### src/rtl/game_pkg.sv
// ---------------------------------------------------------------------------
// game_pkg
//   Shared definitions for the push-button front end of the game controller.
//   - key_state_e : per-channel debounce FSM state encoding (2 bits)
//   - KEY_*       : bit positions of the controller inputs on the key bus
//   - DEBOUNCE_SIM: short debounce length used by simulation benches
// ---------------------------------------------------------------------------
package game_pkg;

   typedef enum logic [1:0] {
      IDLE_UP   = 2'd0,
      WAIT_DOWN = 2'd1,
      HELD_DOWN = 2'd2,
      WAIT_UP   = 2'd3
   } key_state_e;

   localparam int unsigned KEY_SEL1 = 32'd0;
   localparam int unsigned KEY_SEL2 = 32'd1;
   localparam int unsigned KEY_SEL3 = 32'd2;
   localparam int unsigned KEY_GO   = 32'd3;

   localparam int unsigned DEBOUNCE_SIM = 32'd8;

endpackage : game_pkg

### src/rtl/key_debounce_channel.sv
// ---------------------------------------------------------------------------
// key_debounce_channel
//   One key: 2-flop synchronizer, counter-based debouncer and registered
//   press/release pulse generation.
//
//   Ports:
//     clk       in   system clock
//     resetn    in   asynchronous active-low reset
//     raw_i     in   unsynchronized pin (pressed level set by ACTIVE_LOW)
//     level_o   out  debounced level, 1 = pressed (registered)
//     press_o   out  one-cycle pulse on an accepted press (registered)
//     release_o out  one-cycle pulse on an accepted release (registered)
// ---------------------------------------------------------------------------
module key_debounce_channel
   import game_pkg::*;
#(
   parameter int unsigned DEBOUNCE_CYCLES = 32'd500000,
   parameter int unsigned CNT_W           = 32'd19,
   parameter bit          ACTIVE_LOW      = 1'b1
) (
   input  logic clk,
   input  logic resetn,
   input  logic raw_i,
   output logic level_o,
   output logic press_o,
   output logic release_o
);

   localparam logic [CNT_W-1:0] CNT_MAX  = CNT_W'(DEBOUNCE_CYCLES);
   localparam logic [CNT_W-1:0] CNT_ONE  = CNT_W'(1);
   localparam logic [CNT_W-1:0] CNT_ZERO = CNT_W'(0);
   localparam logic             IDLE_RAW = logic'(ACTIVE_LOW);

   logic             sync1_q;
   logic             sync2_q;
   logic             pressed_s;
   key_state_e       state_q;
   key_state_e       state_d;
   logic [CNT_W-1:0] cnt_q;
   logic [CNT_W-1:0] cnt_d;
   logic             level_q;
   logic             level_d;
   logic             press_q;
   logic             press_d;
   logic             release_q;
   logic             release_d;

   // Synchronizer: the raw pin is synchronized as-is so that the flops
   // reset to the idle pin level; polarity is normalised after sync2.
   always_ff @(posedge clk or negedge resetn) begin
      if (!resetn) begin
         sync1_q <= IDLE_RAW;
         sync2_q <= IDLE_RAW;
      end else begin
         sync1_q <= raw_i;
         sync2_q <= sync1_q;
      end
   end

   // 1 = pressed, independent of pin polarity.
   assign pressed_s = sync2_q ^ IDLE_RAW;

   // State, counter and output registers.
   always_ff @(posedge clk or negedge resetn) begin
      if (!resetn) begin
         state_q   <= IDLE_UP;
         cnt_q     <= CNT_ZERO;
         level_q   <= 1'b0;
         press_q   <= 1'b0;
         release_q <= 1'b0;
      end else begin
         state_q   <= state_d;
         cnt_q     <= cnt_d;
         level_q   <= level_d;
         press_q   <= press_d;
         release_q <= release_d;
      end
   end

   // Next-state and next-output logic. The counter only increments while
   // below CNT_MAX, so it saturates rather than wraps.
   always_comb begin
      state_d = state_q;
      cnt_d   = cnt_q;
      case (state_q)
         IDLE_UP: begin
            if (pressed_s) begin
               state_d = WAIT_DOWN;
               cnt_d   = CNT_ONE;
            end else begin
               cnt_d   = CNT_ZERO;
            end
         end
         WAIT_DOWN: begin
            if (!pressed_s) begin
               state_d = IDLE_UP;
               cnt_d   = CNT_ZERO;
            end else if (cnt_q == CNT_MAX) begin
               state_d = HELD_DOWN;
               cnt_d   = CNT_ZERO;
            end else begin
               cnt_d   = cnt_q + CNT_ONE;
            end
         end
         HELD_DOWN: begin
            if (!pressed_s) begin
               state_d = WAIT_UP;
               cnt_d   = CNT_ONE;
            end else begin
               cnt_d   = CNT_ZERO;
            end
         end
         WAIT_UP: begin
            if (pressed_s) begin
               state_d = HELD_DOWN;
               cnt_d   = CNT_ZERO;
            end else if (cnt_q == CNT_MAX) begin
               state_d = IDLE_UP;
               cnt_d   = CNT_ZERO;
            end else begin
               cnt_d   = cnt_q + CNT_ONE;
            end
         end
         default: begin
            state_d = IDLE_UP;
            cnt_d   = CNT_ZERO;
         end
      endcase

      // Outputs are computed from the next state so that level and pulse
      // update on the same edge as the accepting transition.
      level_d   = (state_d == HELD_DOWN) || (state_d == WAIT_UP);
      press_d   = (state_q == WAIT_DOWN) && (state_d == HELD_DOWN);
      release_d = (state_q == WAIT_UP)   && (state_d == IDLE_UP);
   end

   assign level_o   = level_q;
   assign press_o   = press_q;
   assign release_o = release_q;

endmodule : key_debounce_channel

### src/rtl/key_input_conditioner.sv
// ---------------------------------------------------------------------------
// key_input_conditioner
//   Conditions the raw DE1 buttons/switches for the game controller:
//   one key_debounce_channel per key plus a lowest-index press encoder.
//
//   Ports:
//     clk          in   system clock, 50 MHz
//     resetn       in   asynchronous active-low reset
//     raw_key      in   unsynchronized pins (bit 0 select1 .. bit 3 go)
//     key_level    out  debounced levels, 1 = pressed
//     key_press    out  one-cycle pulse per accepted press
//     key_release  out  one-cycle pulse per accepted release
//     any_press    out  OR of key_press
//     press_idx    out  lowest set index of key_press, 0 when none
// ---------------------------------------------------------------------------
module key_input_conditioner
   import game_pkg::*;
#(
   parameter int unsigned NUM_KEYS        = 32'd4,
   parameter int unsigned DEBOUNCE_CYCLES = 32'd500000,
   parameter int unsigned CNT_W           = 32'd19,
   parameter bit          ACTIVE_LOW      = 1'b1
) (
   input  logic                clk,
   input  logic                resetn,
   input  logic [NUM_KEYS-1:0] raw_key,
   output logic [NUM_KEYS-1:0] key_level,
   output logic [NUM_KEYS-1:0] key_press,
   output logic [NUM_KEYS-1:0] key_release,
   output logic                any_press,
   output logic [1:0]          press_idx
);

   logic [1:0] press_idx_s;

   for (genvar g = 0; g < NUM_KEYS; g++) begin : g_chan
      key_debounce_channel #(
         .DEBOUNCE_CYCLES (DEBOUNCE_CYCLES),
         .CNT_W           (CNT_W),
         .ACTIVE_LOW      (ACTIVE_LOW)
      ) u_chan (
         .clk       (clk),
         .resetn    (resetn),
         .raw_i     (raw_key[g]),
         .level_o   (key_level[g]),
         .press_o   (key_press[g]),
         .release_o (key_release[g])
      );
   end

   // Lowest-index encoder over the registered pulses: scanning from the top
   // down lets the lowest set bit overwrite any higher one.
   always_comb begin
      press_idx_s = 2'd0;
      for (int i = NUM_KEYS - 1; i >= 0; i--) begin
         if (key_press[i]) begin
            press_idx_s = 2'(i);
         end else begin
            press_idx_s = press_idx_s;
         end
      end
   end

   assign any_press = |key_press;
   assign press_idx = press_idx_s;

endmodule : key_input_conditioner

### config.mk
export PLATFORM = sky130hd
export DESIGN_NAME = key_input_conditioner
export DESIGN_NICKNAME = d
export VERILOG_FILES = /design/src/rtl/game_pkg.sv /design/src/rtl/key_debounce_channel.sv /design/src/rtl/key_input_conditioner.sv
export SDC_FILE = /design/constraint.sdc
export NUM_CORES = 1
export LEC_CHECK = 0
export CAP_MARGIN = 10
export CORE_MARGIN = 4
export CORE_UTILIZATION = 45
export CTS_CLUSTER_DIAMETER = 200
export DETAILED_ROUTE_END_ITERATION = 6
export SYNTH_ARGS = -nofsm -noshare
export SYNTH_HDL_FRONTEND = slang
export SYNTH_SLANG_ARGS = --single-unit
### constraint.sdc
create_clock -name clk -period 2.14 [get_ports clk]
set_clock_uncertainty 0.15 [all_clocks]
set_input_delay 0.642 -clock clk [delete_from_list [all_inputs] [get_ports clk]]
set_output_delay 0.642 -clock clk [all_outputs]
set_load 0.01 [all_outputs]
==> results by group, run 1 <==
Die
  • Die outline area: 12900 um2
  • Die Y: 113 um
  • Effective utilization at floorplan: 0.462
  • Top Ports: 21
  • Placeable core region: 10800 um2
  • Number of placement rows: 38
  • Die extent in x: 113 um

Routing
  • Initial DRC Count: 150
  • TritonRoute pass-1 iters: 4
  • Remaining design rule violation count: 0
  • Post-detailed-route count of antenna-violating nets: 0
  • WL/cell: 13.7 um
  • Via count of the routed design: 3540
  • Total length of routed wires: 9420 um
  • Vias per cell: 5.17

Global routing
  • Number of global-route vias before repair: 3589
  • Global-route met1 utilization: 0.221
  • Total GRT Usage: 0.163
  • Largest net degree at the start of global routing: 65
  • Met2 usage: 0.257
  • Antenna violations before repair: 0
  • Remaining global-route overflow: 0
  • Top Usage Layer GRT: met2
  • Global Route met3 Usage: 0.0477
  • Wire length of the first global-routing pass: 16900 um

Power and ir drop
  • Leakage power summed over all cells: 2.27 nW
  • Sequential cell fraction of total power: 0.586
  • Share of total power in the clock network: 0.374
  • Power per standard cell area: 601 nW/um2
  • IR Drop Worst-Case VDD: 0.000394 V
  • Total power draw: 3.43 mW
  • Net switching component of the power: 0.752 mW
  • Combinational fraction of design power: 0.041
  • Internal power contribution: 2.68 mW
  • Switch share: 0.219

Yosys
  • EDFF count, synth: 0
  • Cell area after technology mapping: 5000 um2
  • Number of register bits inferred by synthesis: 104
  • Synth area leader: sky130_fd_sc_hd__dfrtp_1
  • Area share of the largest cell type after synthesis: 0.480
  • Top area cells in the synthesized netlist: sky130_fd_sc_hd__dfrtp_1 48%, sky130_fd_sc_hd__xnor2_1 8.2%, sky130_fd_sc_hd__nor2_1 6.3%, sky130_fd_sc_hd__dfstp_2 4.2%, sky130_fd_sc_hd__nand3_1 2.9%
  • Cell variety after synth: 40
  • Post-synthesis area per instance: 9.97 um2
  • Post-synthesis instance total: 502
  • Leading register cell type out of synthesis: sky130_fd_sc_hd__dfrtp_1
  • Synthesis warning total: 0
  • Register area share after synthesis: 0.522
  • Async S/R FF share, synth: 1.00
  • Synth Net Count: 516

CTS
  • Clock sink total: 104
  • Clk_lat worst skew: 0.37 ns
  • CTS tree: yes
  • Max Root-Sink Buffers: 2
  • Number of buffers inserted during clock tree synthesis: 9
  • Root buffer selected by CTS: sky130_fd_sc_hd__clkbuf_8
  • Clock transition at path regs: 0.09 ns
  • # H-tree levels: 3

Setup path
  • Critical path data arrival time: 1.27 ns
  • Type of destination of the critical path: primary output
  • CP Max Fanout: 3
  • Critical path type: flop to primary output
  • Startpoint kind of the worst setup timing path: flop
  • Worst EP required: 1.35 ns

Place
  • Placed wire-length estimate: 6640 um
  • # port buffers: 20
  • Dpl cells: 667
  • GPL Wtd Cong: 0.801
  • Area after detailed placement: 5470 um2

Finish
  • Filler-free cell count of the finished design: 685
  • Fraction of final layout cells sized beyond drive strength 1: 0.125
  • Area added between synthesis and finish: 14.3%
  • Final-stage net count: 554
  • Finished layout cell area: 5720 um2
  • Fill cell count: 986
  • Antenna fix cells: 0
  • FF/Latch Area: 2610 um2
  • Multi-input gate area in the final layout: 2150 um2

STA
  • Number of endpoints with negative hold slack in the final report: 0
  • Final setup violation count: 0
  • Timing-limited maximum frequency: 484 MHz
  • Fin Hold WS: 0.0778 ns
  • Final cycle utilization of the critical path: 0.966
  • Worst-case headroom to the max-slew limit: 0.692
  • Transition time at the pin with the least slew margin: 0.456 ns
  • Count of pins over their slew limit: 0
  • Post-route minimum period: 2.07 ns
  • Unrepaired setup endpoints after global routing: yes

Run
  • Count of maximum capacitance violations: 0

Outcome
  • Status: finished clean

Hold path
  • Path class of the lowest-slack min-delay path: input port to asynchronous set/reset pin
==> synth_stat cells, types with 3 or more instances <==
| library cell | number |
|---|---|
| sky130_fd_sc_hd__clkbuf_1 | 5 |
| sky130_fd_sc_hd__o21ai_0 | 5 |
| sky130_fd_sc_hd__buf_2 | 4 |
| sky130_fd_sc_hd__nand2_1 | 16 |
| sky130_fd_sc_hd__and3_1 | 9 |
| sky130_fd_sc_hd__mux2i_1 | 10 |
| sky130_fd_sc_hd__or3_1 | 7 |
| sky130_fd_sc_hd__a21oi_1 | 11 |
| sky130_fd_sc_hd__ha_1 | 8 |
| sky130_fd_sc_hd__nand4_1 | 21 |
| sky130_fd_sc_hd__a211oi_1 | 4 |
| sky130_fd_sc_hd__xnor2_1 | 47 |
| sky130_fd_sc_hd__or2_2 | 3 |
| sky130_fd_sc_hd__nor4b_1 | 11 |
| sky130_fd_sc_hd__nor3_1 | 16 |
| sky130_fd_sc_hd__nor2_1 | 84 |
| sky130_fd_sc_hd__nor4_1 | 22 |
| sky130_fd_sc_hd__dfrtp_1 | 96 |
| sky130_fd_sc_hd__buf_4 | 12 |
| sky130_fd_sc_hd__or4_1 | 3 |
| sky130_fd_sc_hd__xor2_1 | 14 |
| sky130_fd_sc_hd__inv_1 | 35 |
| sky130_fd_sc_hd__nand3_1 | 29 |
| sky130_fd_sc_hd__dfstp_2 | 8 |
==> stage by stage <==
| stage | utilization | setup WS, ns | TNS (ns) |
|---|---|---|---|
| floorplan | - | 0.159 | 0 |
| global placement | 0.505 | 0.191 | 0 |
| detailed placement | 0.505 | 0.119 | 0 |
| CTS | 0.523 | 0.0109 | 0 |
| global route | 0.527 | -0.0177 | -0.0494 |
| finish | 0.527 | 0.0730 | 0 |
==> critical path, cell delays in order, from the launching register on <==
cell and delay, ns:
sky130_fd_sc_hd__dfrtp_1 0.41, sky130_fd_sc_hd__inv_1 0.08, sky130_fd_sc_hd__a21oi_2 0.05, sky130_fd_sc_hd__nor2_1 0.09, sky130_fd_sc_hd__dlygate4sd2_1 0.28
==> sequential cells by signal, indices dropped and copies added (netlist names) <==
register and cells:
g_chan.u_chan.cnt_q 76, g_chan.u_chan.level_o 4, g_chan.u_chan.press_o 4, g_chan.u_chan.release_o 4, g_chan.u_chan.state_q 8, g_chan.u_chan.sync1_q 4
g_chan.u_chan.sync2_q 4
==> what timing repair did <==
action,4_1_cts,5_1_grt
hold buffers,0,0
gates resized for setup,6,10
setup buffers,0,2
endpoints found under the setup margin,6,33
gates cloned,0,0
==> layout by cell type, fill, tap and decap left out, types with 8 or more instances in the layout <==
cell,count
sky130_fd_sc_hd__dfrtp_1,95
sky130_fd_sc_hd__nor2_1,83
sky130_fd_sc_hd__xnor2_1,47
sky130_fd_sc_hd__inv_1,35
sky130_fd_sc_hd__nand3_1,29
sky130_fd_sc_hd__buf_4,28
sky130_fd_sc_hd__nand4_1,21
sky130_fd_sc_hd__nor4_1,21
sky130_fd_sc_hd__nand2_1,16
sky130_fd_sc_hd__nor3_1,16
sky130_fd_sc_hd__xor2_1,14
sky130_fd_sc_hd__clkbuf_8,12
sky130_fd_sc_hd__clkdlybuf4s50_1,12
sky130_fd_sc_hd__mux2i_1,10
sky130_fd_sc_hd__a21oi_1,10
sky130_fd_sc_hd__nor4b_1,9
sky130_fd_sc_hd__and3_1,9
sky130_fd_sc_hd__dfstp_2,8
==> final cells by class <==
cell class / instances / share of cell area
well taps: 140 / 0.0306
flip-flops and latches: 104 / 0.457
repair buffers: 49 / 0.0755
multi-input cells: 341 / 0.377
clock inverters: 2 / 0.00657
clock buffers: 14 / 0.0302
inverters: 35 / 0.0230
==> metal layers <==
metal  routed length, um  up-vias
met5                   0        -
met4                  93        0
met3                 314        7
met2                4460       41
met1                4550     1710
li1                    -     1782
==> worst paths after layout <==
kind | depth (start not counted) | end | from | slack, ns
worst max-delay path | 4 | press_idx[0] | g_chan[2].u_chan.press_o | 0.07
worst max register to register | 5 | g_chan[3].u_chan.cnt_q[18] | g_chan[3].u_chan.cnt_q[0] | 0.11
max in group asynchronous | 2 | g_chan[0].u_chan.sync1_q | resetn | 1.39
worst min-delay path | 2 | g_chan[3].u_chan.cnt_q[4] | resetn | 0.08
worst min register to register | 0 | g_chan[3].u_chan.sync2_q | g_chan[3].u_chan.sync1_q | 0.21
min in group clk | 0 | g_chan[3].u_chan.sync2_q | g_chan[3].u_chan.sync1_q | 0.21
==> kinds of logic after synthesis <==
group | share of synthesized area
muxes | 0.0200
DFF | 0.522
and+or+nand+nor | 0.243
xor gates and xnor gates | 0.107
buffers and inverters | 0.0528
adders and majority gates | 0.0200
AOI/OAI and AO/OA | 0.0355
==> power groups by stage <==
stage                     clock network (mW)  registers (mW)  logic [mW]
after floorplan                            0            2.05      0.0557
after global placement                     0            2.05       0.139
after detailed placement                   0            2.05       0.141
after CTS                               1.34            2.01       0.141
after global routing                    1.41            2.02       0.165
final                                   1.28            2.01       0.140
No activity file was read; power rests on OpenSTA's default activity.
==> run 2: changes to the inputs <==
- SKIP_LAST_GASP: default -> 1
==> run 2 against run 1 <==
Combinational power hardly changed. Non-clock buffer count is the same. Worst hold slack barely moved. Global-route usage is the same. Critical path type unchanged. Largest power group unchanged.
==> results by group, run 2 (synthesis results as in run 1) <==
Setup path
  • CP Max Fanout: 3 (unchanged)
  • Slowest stage cell, crit path: sky130_fd_sc_hd__dfrtp_1
  • Cells traversed along the worst timing path: a21oi_1 -> nor2_1 -> dlygate4sd2_1
  • Critical path type: flop to primary output
  • Worst EP required: 1.35 ns (about the same)
  • Type of destination of the critical path: primary output
  • Startpoint kind of the worst setup timing path: flop
  • Delay contributed by the slowest stage of the critical path: 0.41 ns (about the same)
  • Critical path data arrival time: 1.29 ns (+0.02 ns)
  • Depth of the worst register-to-register path: 5 (unchanged)

Finish
  • Largest register by flop count: g_chan.u_chan.cnt_q
  • Fraction of final layout cells sized beyond drive strength 1: 0.123 (-0.00183)
  • Area added between synthesis and finish: 14.2% (about the same)
  • Registers with the most flip-flops: g_chan.u_chan.cnt_q (76), g_chan.u_chan.state_q (8)
  • Commonest cells after routing, fill and taps aside: 95 x sky130_fd_sc_hd__dfrtp_1, 83 x sky130_fd_sc_hd__nor2_1, 47 x sky130_fd_sc_hd__xnor2_1
  • Antenna fix cells: 0 (unchanged)
  • Most common library cell in the layout ignoring fill and taps: sky130_fd_sc_hd__dfrtp_1
  • FF/Latch Area: 2610 um2 (unchanged)
  • Finished layout cell area: 5710 um2 (about the same)
  • Number of flip-flops under the largest register name: 76 (unchanged)
  • Final-stage net count: 554 (unchanged)
  • Fill cell count: 987 (+0.10%)
  • Multi-input gate area in the final layout: 2150 um2 (-0.17%)

STA
  • Setup Total Neg Slack: 0 ns (unchanged)
  • Timing-limited maximum frequency: 480 MHz (-0.84%)
  • Post-route minimum period: 2.08 ns (+0.0175 ns)
  • Unrepaired setup endpoints after global routing: yes
  • Worst-case headroom to the max-slew limit: 0.692 (unchanged)
  • Number of endpoints with negative hold slack in the final report: 0 (unchanged)
  • Final setup violation count: 0 (unchanged)
  • Fin Hold WS: 0.0774 ns (-0.000343 ns)
  • Count of pins over their slew limit: 0 (unchanged)
  • Post-route setup slack: 0.0556 ns (-0.0175 ns)
  • Final cycle utilization of the critical path: 0.974 (+0.00816)
  • Transition time at the pin with the least slew margin: 0.456 ns (+0.000000119 ns)

Routing
  • Total length of routed wires: 9410 um (about the same)
  • Remaining design rule violation count: 0 (unchanged)
  • Post-detailed-route count of antenna-violating nets: 0 (unchanged)
  • Initial DRC Count: 163 (+8.7%)
  • TritonRoute pass-1 iters: 4 (unchanged)
  • Vias per cell: 5.17 (unchanged)
  • Via count of the routed design: 3540 (unchanged)
  • WL/cell: 13.7 um (about the same)

Power and ir drop
  • IR Drop Worst-Case VDD: 0.000394 V (about the same)
  • Leakage power summed over all cells: 2.26 nW (about the same)
  • Power per standard cell area: 601 nW/um2 (about the same)
  • Total power draw: 3.43 mW (about the same)

Place
  • Placed wire-length estimate: 6640 um (unchanged)
  • GPL Wtd Cong: 0.801 (unchanged)
  • Area after detailed placement: 5470 um2 (unchanged)
  • Setup Slack @ Placement: 0.119 ns (unchanged)
  • # port buffers: 20 (unchanged)

Global routing
  • Antenna violations before repair: 0 (unchanged)
  • Largest net degree at the start of global routing: 65 (unchanged)
  • Number of global-route vias before repair: 3589 (unchanged)
  • Wire length of the first global-routing pass: 16900 um (unchanged)
  • Total GRT Usage: 0.163 (unchanged)
  • Remaining global-route overflow: 0 (unchanged)

Die
  • Top Ports: 21 (unchanged)
  • Die Y: 113 um (unchanged)
  • Placeable core region: 10800 um2 (unchanged)
  • Die extent in x: 113 um (unchanged)
  • Die outline area: 12900 um2 (unchanged)
  • Effective utilization at floorplan: 0.462 (unchanged)
  • Number of placement rows: 38 (unchanged)

CTS
  • # H-tree levels: 3 (unchanged)
  • Clock sink total: 104 (unchanged)
  • Number of buffers inserted during clock tree synthesis: 9 (unchanged)
  • Clock transition at path regs: 0.09 ns (about the same)
  • CTS tree: yes
  • Max Root-Sink Buffers: 2 (unchanged)
  • Root buffer selected by CTS: sky130_fd_sc_hd__clkbuf_8
  • Clk_lat worst skew: 0.37 ns (about the same)

Run
  • Count of maximum capacitance violations: 0 (unchanged)

Outcome
  • Status: finished clean

Hold path
  • Path class of the lowest-slack min-delay path: input port to asynchronous set/reset pin
-- run 2: worst max-delay path, delay by kind of cell, from the launching register on --
kind / cells / cell delay [ns]
flip-flops: 1 / 0.41
AND/OR/NAND/NOR: 1 / 0.06
AO/OA/AOI/OAI: 1 / 0.16
buffers and inverters: 1 / 0.29
-- run 2: worst paths after layout --
kind | to | start | slack [ns]
worst min register to register | g_chan[3].u_chan.sync2_q | g_chan[3].u_chan.sync1_q | 0.21
worst max register to register | g_chan[3].u_chan.cnt_q[18] | g_chan[3].u_chan.cnt_q[0] | 0.11
max in group asynchronous | g_chan[0].u_chan.sync1_q | resetn | 1.39
worst min-delay path | g_chan[3].u_chan.cnt_q[4] | resetn | 0.08
min in group clk | g_chan[3].u_chan.sync2_q | g_chan[3].u_chan.sync1_q | 0.21
worst max-delay path | press_idx[0] | g_chan[3].u_chan.press_o | 0.06
-- run 2: where the power goes --
part / leakage (nW) / switching (mW) / internal, mW / total [mW]
combinational: 0.755 / 0.0868 / 0.0530 / 0.140
clock: 0.103 / 0.645 / 0.638 / 1.28
sequential: 1.41 / 0.0201 / 1.99 / 2.01
total: 2.26 / 0.751 / 2.68 / 3.43
-- run 2: layout make-up --
cell class | count | area share
clock inverters | 2 | 0.00657
well taps | 140 | 0.0307
clock buffers | 14 | 0.0302
repair buffers | 49 | 0.0756
multi-input cells | 341 | 0.376
inverters | 35 | 0.0230
flip-flops and latches | 104 | 0.458
-- run 2: repair_timing --
item,in CTS,in global routing
hold buffers,0,0
setup buffers,0,2
gates resized for setup,6,9
setup endpoints to repair,6,33
-- run 2: per-stage QoR --
stage	utilization	cells
finish	0.527	685
global route	0.527	685
CTS	0.523	683
detailed placement	0.505	667
global placement	0.505	667
floorplan	-	502
-- run 2: layer usage --
layer / GRT usage / up-vias / routed length, um
met4: 0.0481 / 0 / 93
met1: 0.221 / 1710 / 4540
met3: 0.0477 / 7 / 314
li1: - / 1782 / -
met2: 0.257 / 41 / 4460
met5: 0 / - / 0
==> run 3: changes to the inputs <==
- ABC_AREA: default -> 1
==> run 3 against run 2 <==
Register-to-register slack gained 0.15 ns. Sequential cell count is the same. Clock-buffer cell count shrank 1. Critical path type unchanged. Critical endpoint is now key_press[0]. Largest power group unchanged.
==> results by group, run 3 <==
Setup path
  • Startpoint kind of the worst setup timing path: flop
  • Levels on crit path: 1 (-2)
  • Slowest stage cell, crit path: sky130_fd_sc_hd__clkdlybuf4s50_1
  • Critical path type: flop to primary output
  • Depth of the worst register-to-register path: 9 (+4)
  • Delay contributed by the slowest stage of the critical path: 0.55 ns (+0.14 ns)
  • Cell type group with the largest total delay on the critical path: buffers and inverters
  • Worst EP required: 1.35 ns (about the same)
  • Type of destination of the critical path: primary output
  • Critical path data arrival time: 1.28 ns (about the same)
  • WP buf/inv: 1 (unchanged)
  • CP Max Fanout: 4 (+1)
  • Cells traversed along the worst timing path: clkdlybuf4s50_1

CTS
  • Root buffer selected by CTS: sky130_fd_sc_hd__clkbuf_16
  • Clock transition at path regs: 0.07 ns (-0.02 ns)
  • CTS tree: yes
  • Clk_lat worst skew: 0.35 ns (-0.02 ns)
  • Max Root-Sink Buffers: 2 (unchanged)
  • # H-tree levels: 3 (unchanged)
  • Total of cells resized after clock tree synthesis: 4 (-2)
  • Quantity of hold-fixing buffers added after cts: 0 (unchanged)
  • Clock sink total: 104 (unchanged)
  • Number of buffers inserted during clock tree synthesis: 9 (unchanged)
  • Setup bufs post-CTS: 0 (unchanged)

Die
  • Die Y: 121 um (+6.3%)
  • Placeable core region: 12200 um2 (+13%)
  • Number of placement rows: 40 (+5.3%)
  • Effective utilization at floorplan: 0.467 (+0.00514)
  • Die outline area: 14500 um2 (+13%)
  • Die extent in x: 121 um (+6.3%)
  • Top Ports: 21 (unchanged)

Finish
  • Fill cell count: 1215 (+23%)
  • Antenna fix cells: 0 (unchanged)
  • Multi-input gate area in the final layout: 2560 um2 (+19%)
  • Commonest cells after routing, fill and taps aside: 190 x sky130_fd_sc_hd__nor2_1, 142 x sky130_fd_sc_hd__nand2_1, 105 x sky130_fd_sc_hd__inv_1
  • Area added between synthesis and finish: 10.3%
  • Final-stage net count: 776 (+40%)
  • Registers with the most flip-flops: g_chan.u_chan.cnt_q (76), g_chan.u_chan.state_q (8)
  • Number of flip-flops under the largest register name: 76 (unchanged)
  • FF/Latch Area: 2610 um2 (about the same)
  • Fraction of final layout cells sized beyond drive strength 1: 0.0834 (-0.0395)
  • Most common library cell in the layout ignoring fill and taps: sky130_fd_sc_hd__nor2_1
  • Largest register by flop count: g_chan.u_chan.cnt_q

Power and ir drop
  • Net switching component of the power: 0.840 mW (+12%)
  • Switch share: 0.222 (+0.00303)
  • Total power draw: 3.79 mW (+10%)
  • Sequential cell fraction of total power: 0.532 (-0.054)
  • IR Drop Worst-Case VDD: 0.000455 V (+15%)
  • Share of total power in the clock network: 0.429 (+0.055)
  • Combinational fraction of design power: 0.039 (-0.002)
  • Internal power contribution: 2.95 mW (+9.8%)
  • Leakage power summed over all cells: 2.82 nW (+24%)
  • Power per standard cell area: 602 nW/um2 (+0.18%)

Global routing
  • Remaining global-route overflow: 0 (unchanged)
  • Number of global-route vias before repair: 4415 (+23%)
  • Antenna violations before repair: 0 (unchanged)
  • Top Usage Layer GRT: met2
  • Wire length of the first global-routing pass: 19900 um (+18%)
  • Largest net degree at the start of global routing: 105 (+62%)
  • Global Route met3 Usage: 0.0482 (+0.000431)
  • Global-route met1 utilization: 0.211 (-0.0103)
  • Met2 usage: 0.284 (+0.0269)
  • Total GRT Usage: 0.167 (+0.00347)

Routing
  • TritonRoute pass-1 iters: 4 (unchanged)
  • Via count of the routed design: 4473 (+26%)
  • Initial DRC Count: 331 (+100%)
  • Remaining design rule violation count: 0 (unchanged)
  • Post-detailed-route count of antenna-violating nets: 0 (unchanged)
  • WL/cell: 12.0 um (-13%)
  • Total length of routed wires: 11200 um (+19%)
  • Vias per cell: 4.78 (-7.4%)

STA
  • Timing-limited maximum frequency: 482 MHz (+0.52%)
  • Setup Total Neg Slack: 0 ns (unchanged)
  • Transition time at the pin with the least slew margin: 0.537 ns (+0.0812 ns)
  • Post-route minimum period: 2.07 ns (-0.0109 ns)
  • Count of pins over their slew limit: 0 (unchanged)
  • Worst-case headroom to the max-slew limit: 0.642 (-0.0498)
  • Final setup violation count: 0 (unchanged)
  • Fin Hold WS: 0.208 ns (+0.130 ns)
  • Unrepaired setup endpoints after global routing: no
  • Final cycle utilization of the critical path: 0.969 (-0.00508)
  • Number of endpoints with negative hold slack in the final report: 0 (unchanged)

Place
  • # port buffers: 20 (unchanged)
  • GPL Wtd Cong: 0.904 (+13%)
  • Placed wire-length estimate: 8160 um (+23%)

Yosys
  • Synth Net Count: 758 (+47%)
  • Top cell types by occurrence after synthesis: 190 x sky130_fd_sc_hd__nor2_1, 142 x sky130_fd_sc_hd__nand2_1, 105 x sky130_fd_sc_hd__inv_1
  • Synth area leader: sky130_fd_sc_hd__dfrtp_1
  • Area share of the largest cell type after synthesis: 0.422 (-0.0586)
  • Register area share after synthesis: 0.458 (-0.0637)
  • Cell area after technology mapping: 5700 um2 (+14%)
  • Async S/R FF share, synth: 1.00 (unchanged)
  • EDFF count, synth: 0 (unchanged)
  • Synthesis warning total: 0 (unchanged)
  • Leading register cell type out of synthesis: sky130_fd_sc_hd__dfrtp_1
  • Post-synthesis instance total: 744 (+48%)
  • Top area cells in the synthesized netlist: sky130_fd_sc_hd__dfrtp_1 42%, sky130_fd_sc_hd__nor2_1 13%, sky130_fd_sc_hd__nand2_1 9.4%, sky130_fd_sc_hd__inv_1 6.9%, sky130_fd_sc_hd__nand3_1 4.3%
  • Cell variety after synth: 30 (-25%)
  • Number of register bits inferred by synthesis: 104 (unchanged)
  • Library cell with the highest instance count after synthesis: sky130_fd_sc_hd__nor2_1
  • Post-synthesis area per instance: 7.66 um2 (-23%)

Hold path
  • Path class of the lowest-slack min-delay path: input port to asynchronous set/reset pin

Run
  • Count of maximum capacitance violations: 0 (unchanged)

Outcome
  • Status: finished clean
==> run 3: cell types whose count changed in the layout (fill, tap and decap cells not counted), moves of 21 or more <==
cell and change:
sky130_fd_sc_hd__nand2_1 +126, sky130_fd_sc_hd__nor2_1 +107, sky130_fd_sc_hd__inv_1 +70, sky130_fd_sc_hd__xnor2_1 -42, sky130_fd_sc_hd__buf_4 -26, sky130_fd_sc_hd__nor4_1 -21
==> run 3: cells by family after synthesis <==
| kind of cell | share of synthesized area |
|---|---|
| compound gates | 0.0171 |
| xor+xnor | 0.0430 |
| fa+ha+maj | 0.0176 |
| simple gates | 0.372 |
| flops | 0.458 |
| buf+inv | 0.0915 |
==> run 3: area by class of cell <==
| cell class | count | area share |
|---|---|---|
| Multi-Input combinational cell | 519 | 0.408 |
| Inverter | 106 | 0.0633 |
| Clock buffer | 13 | 0.0382 |
| Clock inverter | 3 | 0.00676 |
| Tap cell | 168 | 0.0334 |
| Sequential cell | 104 | 0.415 |
| Timing Repair Buffer | 22 | 0.0350 |
==> run 3: final timing paths <==
path | from | end | slack [ns]
min | resetn | g_chan[2].u_chan.cnt_q[16] | 0.21
max | g_chan[0].u_chan.press_o | key_press[0] | 0.07
max reg2reg | g_chan[1].u_chan.cnt_q[0] | g_chan[1].u_chan.press_o | 0.26
min in group clk | g_chan[2].u_chan.sync1_q | g_chan[2].u_chan.sync2_q | 0.21
max in group asynchronous | resetn | g_chan[1].u_chan.sync1_q | 1.22
min reg2reg | g_chan[2].u_chan.sync1_q | g_chan[2].u_chan.sync2_q | 0.21
==> run 3: per-stage QoR <==
step	cell area, um2	util	std cells	setup WS (ns)
after floorplan	5700	-	744	0.474
after global placement	6010	0.492	919	0.231
after detailed placement	6010	0.492	919	0.223
after CTS	6290	0.515	935	0.0455
after global routing	6290	0.515	935	0.0152
final	6290	0.515	935	0.0665
==> run 3: worst reg2reg max path, delay by kind of cell (launching register included) <==
family        cells  cell delay (ns)
fa+ha+maj         1             0.15
buf+inv           3             0.32
flops             1             0.40
simple gates      5             0.79
==> run 3: power by group through the flow <==
| stage | combinational [mW] | sequential, mW | clock [mW] |
|---|---|---|---|
| finish | 0.149 | 2.01 | 1.63 |
| global route | 0.177 | 2.02 | 1.76 |
| CTS | 0.156 | 2.01 | 1.67 |
| detailed placement | 0.155 | 2.05 | 0 |
| global placement | 0.152 | 2.05 | 0 |
| floorplan | 0.0905 | 2.04 | 0 |
==> run 3: routing by layer <==
layer	wire length (um)	part of all wire
met5	0	0
met4	87	0.0078
met3	490	0.044
met2	5310	0.47
met1	5300	0.47
